**config.mk**
```make
export PLATFORM = sky130hd
export DESIGN_NAME = esn_step_sequencer
export DESIGN_NICKNAME = d
export VERILOG_FILES = /design/src/rtl/esn_step_sequencer.sv
export SDC_FILE = /design/constraint.sdc
export NUM_CORES = 1
export LEC_CHECK = 0
export BUFFER_PORTS_ARGS = -buffer_cell sky130_fd_sc_hd__buf_2
export CAP_MARGIN = 20
export CORE_AREA = 2 2 91 71
export CTS_CLUSTER_DIAMETER = 150
export DETAILED_ROUTE_END_ITERATION = 8
export DIE_AREA = 0 0 93 73
export PLACE_DENSITY = 0.84
export SKIP_LAST_GASP = 1
export SLEW_MARGIN = 10
export SYNTH_ARGS = -nofsm -noshare
export SYNTH_HDL_FRONTEND = slang
export SYNTH_SLANG_ARGS = --single-unit
```
**constraint.sdc**
```tcl
create_clock -name iClk -period 5.33 [get_ports iClk]
set_clock_uncertainty 0.2 [all_clocks]
set_input_delay 0.2665 -clock iClk [delete_from_list [all_inputs] [get_ports iClk]]
set_output_delay 0.2665 -clock iClk [all_outputs]
set_load 0.01 [all_outputs]
```
**src/rtl/esn_step_sequencer.sv**
```systemverilog
// Time-step scheduler for the integer ESN core.
// Runs iNumSteps reservoir updates per sequence; after the first iWashout steps each
// reservoir step is followed by one interpreter (readout) pass.
module esn_step_sequencer #(
    parameter int unsigned STEP_W = 16
) (
    input  logic              iClk,
    input  logic              iRst_n,
    input  logic              iStart,
    input  logic              iAbort,
    input  logic [STEP_W-1:0] iNumSteps,
    input  logic [STEP_W-1:0] iWashout,
    output logic              oResStart,
    input  logic              iResDone,
    output logic              oIntStart,
    input  logic              iIntDone,
    output logic [STEP_W-1:0] oStepIdx,
    output logic              oOutValid,
    output logic              oBusy,
    output logic              oDone
);

    localparam logic [STEP_W-1:0] One = STEP_W'(1);

    typedef enum logic [2:0] {
        StIdle    = 3'b001,
        StResWait = 3'b010,
        StIntWait = 3'b100
    } state_t;

    state_t            state;
    logic [STEP_W-1:0] numSteps;
    logic [STEP_W-1:0] washout;
    // Set on the edge a step finishes; the index bump and next oResStart follow one edge later
    logic              advPend;
    logic              lastStep;

    // Current step is the final one of the latched sequence
    assign lastStep = (oStepIdx == (numSteps - One));

    // Sequencer FSM with registered handshake pulses and status outputs
    always_ff @(posedge iClk or negedge iRst_n) begin
        if (!iRst_n) begin
            state     <= StIdle;
            numSteps  <= '0;
            washout   <= '0;
            advPend   <= 1'b0;
            oStepIdx  <= '0;
            oResStart <= 1'b0;
            oIntStart <= 1'b0;
            oOutValid <= 1'b0;
            oBusy     <= 1'b0;
            oDone     <= 1'b0;
        end else begin
            oResStart <= 1'b0;
            oIntStart <= 1'b0;
            oOutValid <= 1'b0;
            oDone     <= 1'b0;
            case (state)
                StIdle: begin
                    if (iStart) begin
                        if (iNumSteps != '0) begin
                            numSteps  <= iNumSteps;
                            washout   <= iWashout;
                            oStepIdx  <= '0;
                            oBusy     <= 1'b1;
                            oResStart <= 1'b1;
                            advPend   <= 1'b0;
                            state     <= StResWait;
                        end else begin
                            oDone <= 1'b1;
                        end
                    end
                end
                StResWait: begin
                    if (iAbort) begin
                        oBusy   <= 1'b0;
                        advPend <= 1'b0;
                        state   <= StIdle;
                    end else if (advPend) begin
                        advPend   <= 1'b0;
                        oStepIdx  <= oStepIdx + One;
                        oResStart <= 1'b1;
                    end else if (iResDone && !oResStart) begin
                        if (oStepIdx >= washout) begin
                            oIntStart <= 1'b1;
                            state     <= StIntWait;
                        end else if (lastStep) begin
                            oDone <= 1'b1;
                            oBusy <= 1'b0;
                            state <= StIdle;
                        end else begin
                            advPend <= 1'b1;
                        end
                    end
                end
                StIntWait: begin
                    if (iAbort) begin
                        oBusy   <= 1'b0;
                        advPend <= 1'b0;
                        state   <= StIdle;
                    end else if (iIntDone && !oIntStart) begin
                        oOutValid <= 1'b1;
                        if (lastStep) begin
                            oDone <= 1'b1;
                            oBusy <= 1'b0;
                            state <= StIdle;
                        end else begin
                            advPend <= 1'b1;
                            state   <= StResWait;
                        end
                    end
                end
                default: begin
                    oBusy   <= 1'b0;
                    advPend <= 1'b0;
                    state   <= StIdle;
                end
            endcase
        end
    end

endmodule

```
## Word-level counts from Yosys, hierarchy flattened

Cells that the tools add are included.

- Bits in registers: 57
- Latch bits: 0
- Memory bits (writable): 0
- Bits in read-only memories: 0
- Input bits: 38
- Output and inout bits: 21
- Word-level logic and storage cells: 98
- Memories kept: 0

- $add $sub $neg: 2
- Multiply operators: 0
- Divide/modulo/power cells: 0
- Order comparisons: 1
- Eq/ne operators: 14
- Shifts and indexed selects: 0
- Mux-type cells: 60
- Bitwise operators: 0
- Reduce and logical (&&, ||, !) cells: 11

Operators with widths:

| cell | number |
|---|---|
| 16-bit two-way mux | 4 |
| 1-bit two-way mux | 40 |
| 16-bit case mux with 2 select lines | 1 |
| 3-bit two-way mux | 9 |
| 16-bit by 1-bit adder with 16-bit output, second input constant | 1 |
| 16-bit equality test | 1 |
| 16-bit >= comparator | 1 |
| 16-bit nonzero test | 1 |
| 16-bit by 1-bit subtractor with 16-bit output, second input constant | 1 |
| 3-bit inequality test, second input constant | 5 |
| 6-bit AND reduction | 2 |
| 1-bit case mux with 3 select lines | 3 |
| 3-bit case mux with 3 select lines | 1 |
| 2-bit inequality test, second input constant | 4 |
| 5-bit AND reduction | 1 |
| 4-bit inequality test, second input constant | 1 |
| 4-bit AND reduction | 1 |
| 3-bit by 1-bit equality test with 1-bit output, second input constant | 1 |
| 3-bit by 2-bit equality test with 1-bit output, second input constant | 1 |
| 3-bit equality test, second input constant | 1 |
| 3-bit AND reduction | 1 |
| 1-bit logical AND | 2 |
| 1-bit zero test | 2 |
| 2-bit two-way mux | 1 |
| other kinds (2) | 2 |

## Depth between registers and ports, before layout

- Word-level depth: 8
- Mapped depth: 10
- Depth with buffers taken out: 9

## Worst setup path after synthesis

Ideal clock, no wire load.

- Kind: register to register
- Start: reg numSteps[0]
- End: reg state[0]
- Setup time: 0.062 ns
- Data arrival time: 2.441 ns
- Required time: 5.068 ns
- Slack: 2.627 ns
- Cell stages (with the launch flop): 11
- Buffers on the path: 1
- Period minus slack after synthesis: 2.703 ns
- Cells stage by stage: dfrtp_1 -> inv_1 -> ha_1 -> buf_2 -> nor4b_4 -> nand3_2 -> or4b_4 -> a32oi_4 -> nand4b_4 -> a21bo_1 -> and3_1

- Word-level cells in the longest chain between the ends: 6
- Elaborated cells between the ends (all ways): 8
- Those cells by class: add/sub: 1; eq/ne: 2; mux: 4; reduce/logical: 1

RTL lines:

| what | RTL line | source |
|---|---|---|
| from (decl) | 32 | `logic [STEP_W-1:0] numSteps;` |
| from (signal assigned) | 63 | `numSteps <= iNumSteps;` |
| 16-bit by 1-bit subtractor with 16-bit output (*) | 39 | `assign lastStep = (oStepIdx == (numSteps - One));` |
| 16-bit equality test (*) | 39 |  |
| 2-bit two-way mux | 104 | `if (lastStep) begin` |
| 3-bit two-way mux | 102 | `end else if (iIntDone && !oIntStart) begin` |
| 3-bit two-way mux | 98 | `if (iAbort) begin` |
| 3-bit case mux with 3 select lines | 59 | `case (state)` |
| to (signal assigned) | 101 | `state <= StIdle;` |
| to (signal assigned) | 107 | `state <= StIdle;` |
| to (signal assigned) | 110 | `state <= StResWait;` |
| to (decl) | 31 | `state_t state;` |

Every way passes the cells marked *; elsewhere a longest branch is shown, timed or not. The select of a mux whose other input is x is not followed.
A chain may end at the register's enable or synchronous reset.

## Worst setup path after layout

- Start: reg state[0]
- End: reg oStepIdx[15]

- Word-level cells in the longest chain between the ends: 3
- Elaborated cells between the ends (all ways): 9
- Those cells by class: eq/ne: 6; mux: 1; reduce/logical: 2

RTL lines:

| what | RTL line | source |
|---|---|---|
| from (signal assigned) | 44 | `state <= StIdle;` |
| from (signal assigned) | 69 | `state <= StResWait;` |
| from (signal assigned) | 79 | `state <= StIdle;` |
| 3-bit by 2-bit equality test with 1-bit output / 3-bit by 1-bit equality test with 1-bit output (equally long branches) | 59 |  |
| 2-bit inequality test (no source line) / 2-bit nonzero test (equally long branches) | - |  |
| 5-bit AND reduction (no source line) | - |  |
| to (signal assigned) | 82 | `oStepIdx <= oStepIdx + One;` |
| to (decl) | 17 | `output logic [STEP_W-1:0] oStepIdx,` |

Parallel ways exist; a longest one is shown, timed or not.

==> reports/metrics.csv <==
stage,metric,value,unit
global_routing,first-pass GRT wire length,15.1,mm
clock_network,H-tree depth,3,
clock_network,Post CTS Setup Buffer Count,0,
synth,main flop type after synthesis,dfrtp_1,
synth,sequential share of the synthesized area,40.8,%
clock_network,Sink Count,57,
synth,Yosys top cell area share,40.0,%
worst_setup_path,Worst Setup Start Kind,flip-flop,
synth,"top cells by area, synth","dfrtp_1, nand2_1, ha_1",
place,number of I/O port buffers,58,
floorplan,initial cell density of the core,58.3,%
synth,Yosys cell types,61,
global_routing,number of global-route vias before repair,3156,
floorplan,chip height,73,µm
sta,RSZ-0062 raised after global routing,false,
floorplan,area of the core,6010,µm²
final_layout,Fill cells,458,
drt,Pre-antenna DRT Iters,4,
global_routing,GR peak layer,met2,
drt,Final Routed Wirelength,9.02,mm
place,HPWL Detailed,6.03,mm
synth,Post-synth EDFFs,0,
synth,cell count after synthesis,393,
flow_run,Max Cap Violations,0,
drt,WL/cell,15.9,µm
global_routing,initial antenna violation count,0,
sta,Worst slew margin,45.3,%
worst_setup_path,CP Class,flip-flop to flip-flop,
floorplan,row cnt,25,
drt,drt first-iter violations,219,
power,Final Power,1.80,mW
floorplan,die area,6790,µm²
global_routing,GRT Overall Usage,28.8,%
floorplan,Die Wd,93,µm
drt,post-detailed-route DRC marker count,0,
synth,most frequent cell after synthesis,nand2_1,
sta,max frequency,311,MHz
place,pre-CTS WS,2.17,ns
clock_network,worst-case clock buffer depth,2,
power,leakage,2.13,nW
sta,Fin. Hold Viols,0,
synth,#FFs+latches synth,57,
synth,top post-synthesis cells by count,"nand2_1, dfrtp_1, nor2_1, o21ai_0, inv_1",
clock_network,CTS tree,done,
worst_hold_path,Hold Crit Class,input pin to flip-flop,
global_routing,grt total ovfl,0,
worst_setup_path,worst-path maximum fanout,20,
global_routing,met2 Use GR,47.4,%
drt,Vias/cell,5.74,
floorplan,IO Pins,59,
clock_network,clk root buf,clkbuf_8,
drt,DRT antenna net count,0,
outcome,status,completed,
sta,fin crit period,3.21,ns
final_layout,Area Growth Syn to Fin,24.6,%
sta,fin crit share,60.3,%
synth,Synth Area per Inst,8.91,µm²
final_layout,Ant. Diodes,0,
global_routing,GRT met3 Usage,7.64,%
synth,ys async rst share,100,%
sta,Max Slew Vio Count,0,
worst_setup_path,CP Data Required Time,5.34,ns
clock_network,clock buffer count from CTS,9,
power,Worst VDD drop,0.000210,V
global_routing,met1 Resource Use GR,38.0,%
final_layout,Layout Nets,537,
power,Power Density,412,nW/µm²
sta,final worst slack,2.12,ns
sta,TNS Setup,0,ns
clock_network,worst skew pair latency,0.35,ns
sta,Worst Tran Pin Value,0.800,ns
global_routing,pin count of the biggest net entering global routing,58,
synth,synth warn,0,
place,GP Congestion,0.896,
worst_setup_path,Worst EP arrival,3.22,ns
drt,DR vias,3257,
final_layout,ratio of cells with drive above 1 in the final layout,18.5,%
synth,leading area contributor after synthesis,dfrtp_1,
synth,syn_nets,449,
worst_setup_path,Critical Path Sink Type,flip-flop,
sta,final setup violation count,0,
synth,cell area after synthesis,3500,µm²
clock_network,"Reg clk slew, reported paths",0.06,ns
-- worst max-delay path: stages, from the launching register on --
cell and delay (ns):
dfstp_2 0.56, nor3b_2 0.31, nand3_1 0.62, a2111oi_0 0.94
nand4_1 0.19, xor2_1 0.18, nor2_1 0.07
-- path summary, 6_finish.rpt --
kind | to | cells after the start | startpoint | slack [ns]
min in group asynchronous | numSteps[9] | 3 | iRst_n | 0.39
min | oOutValid | 4 | iAbort | 0.07
max in group asynchronous | numSteps[15] | 3 | iRst_n | 4.04
min reg2reg | numSteps[15] | 2 | numSteps[15] | 0.31
max | oStepIdx[15] | 6 | state[0] | 2.12
max reg2reg | oStepIdx[15] | 6 | state[0] | 2.12
-- cells by family after synthesis --
kind of cell | after synthesis | synth area share, %
AOI/OAI and AO/OA | 70 | 13.8
xor gates and xnor gates | 30 | 7.50
DFF | 57 | 40.8
and+or+nand+nor | 181 | 26.9
muxes | 1 | 0.322
buffers and inverters | 36 | 4.32
adders and majority gates | 18 | 6.43
-- repair_timing --
action                    4_1_cts  5_1_grt
hold buffers                   33        0
gates resized for setup         0        0
hold endpoints to repair       88        0
-- registers in the layout (all words and copies together) (netlist names) --
signal,count
state,3
advPend,1
numSteps,16
oIntStart,1
oDone,1
oBusy,1
oStepIdx,16
oOutValid,1
oResStart,1
washout,16
-- per-layer routing --
layer	vias up	share of wire, %
met3	20	7.0
met5	-	0
li1	1546	-
met4	0	1.7
met2	122	47
met1	1569	44
-- area by class of cell --
type	count	area, µm²	share of cell area [%]
well taps	81	101	2.32
clock buffers	14	183	4.19
multi-input cells	300	1930	44.3
repair buffers	93	636	14.6
inverters	20	75.1	1.72
flip-flops and latches	57	1430	32.7
clock inverters	2	10.0	0.229
-- layout by cell type, fill, tap and decap left out, types with 2 or more instances in the layout --
cell type | Yosys | final
nor4_2 | 2 | 2
buf_2 | 1 | 58
nor2b_1 | 5 | 4
nand4b_1 | 3 | 3
nand4_1 | 8 | 8
o211ai_1 | 2 | 2
nand2b_1 | 4 | 4
dlygate4sd3_1 | 0 | 33
nand2_1 | 84 | 84
o21ai_1 | 2 | 2
a211o_1 | 2 | 2
a31oi_1 | 3 | 3
nor2_1 | 28 | 28
dfrtp_1 | 56 | 56
nor3_1 | 3 | 3
xnor2_1 | 12 | 12
o2111ai_1 | 2 | 2
ha_1 | 18 | 18
or4_1 | 3 | 3
a2111oi_0 | 3 | 3
clkinv_2 | 0 | 2
nor4_1 | 6 | 6
a21boi_1 | 2 | 2
o21ai_0 | 25 | 25
inv_1 | 20 | 20
and3_1 | 4 | 4
nand3b_1 | 3 | 3
a21oi_1 | 9 | 9
nand3_1 | 12 | 12
a21bo_1 | 2 | 2
and3b_1 | 2 | 2
buf_4 | 0 | 2
xor2_1 | 18 | 18
a21o_1 | 3 | 3
and4_1 | 2 | 2
a211oi_1 | 4 | 4
clkbuf_8 | 0 | 13
-- per-stage QoR --
stage          std cells  instance area [µm²]  util (%)  hold slack (ns)
6_report             567                 4360      72.6           0.0697
5_1_grt              567                 4360      72.6           0.0524
4_1_cts              567                 4360      72.6           0.0557
3_5_place_dp         518                 3840      63.9            0.261
2_1_floorplan        393                 3500         -           -0.229
3_3_place_gp         518                 3840      63.9            0.246
-- report_power, final --
| group | leakage, nW | total, mW | switching, mW | internal [mW] |
|---|---|---|---|---|
| clock | 0.102 | 0.391 | 0.173 | 0.218 |
| combinational | 1.29 | 0.695 | 0.407 | 0.288 |
| sequential | 0.738 | 0.710 | 0.146 | 0.564 |
| total | 2.13 | 1.80 | 0.726 | 1.07 |
Note: power is estimated with default switching activity, not from simulation.
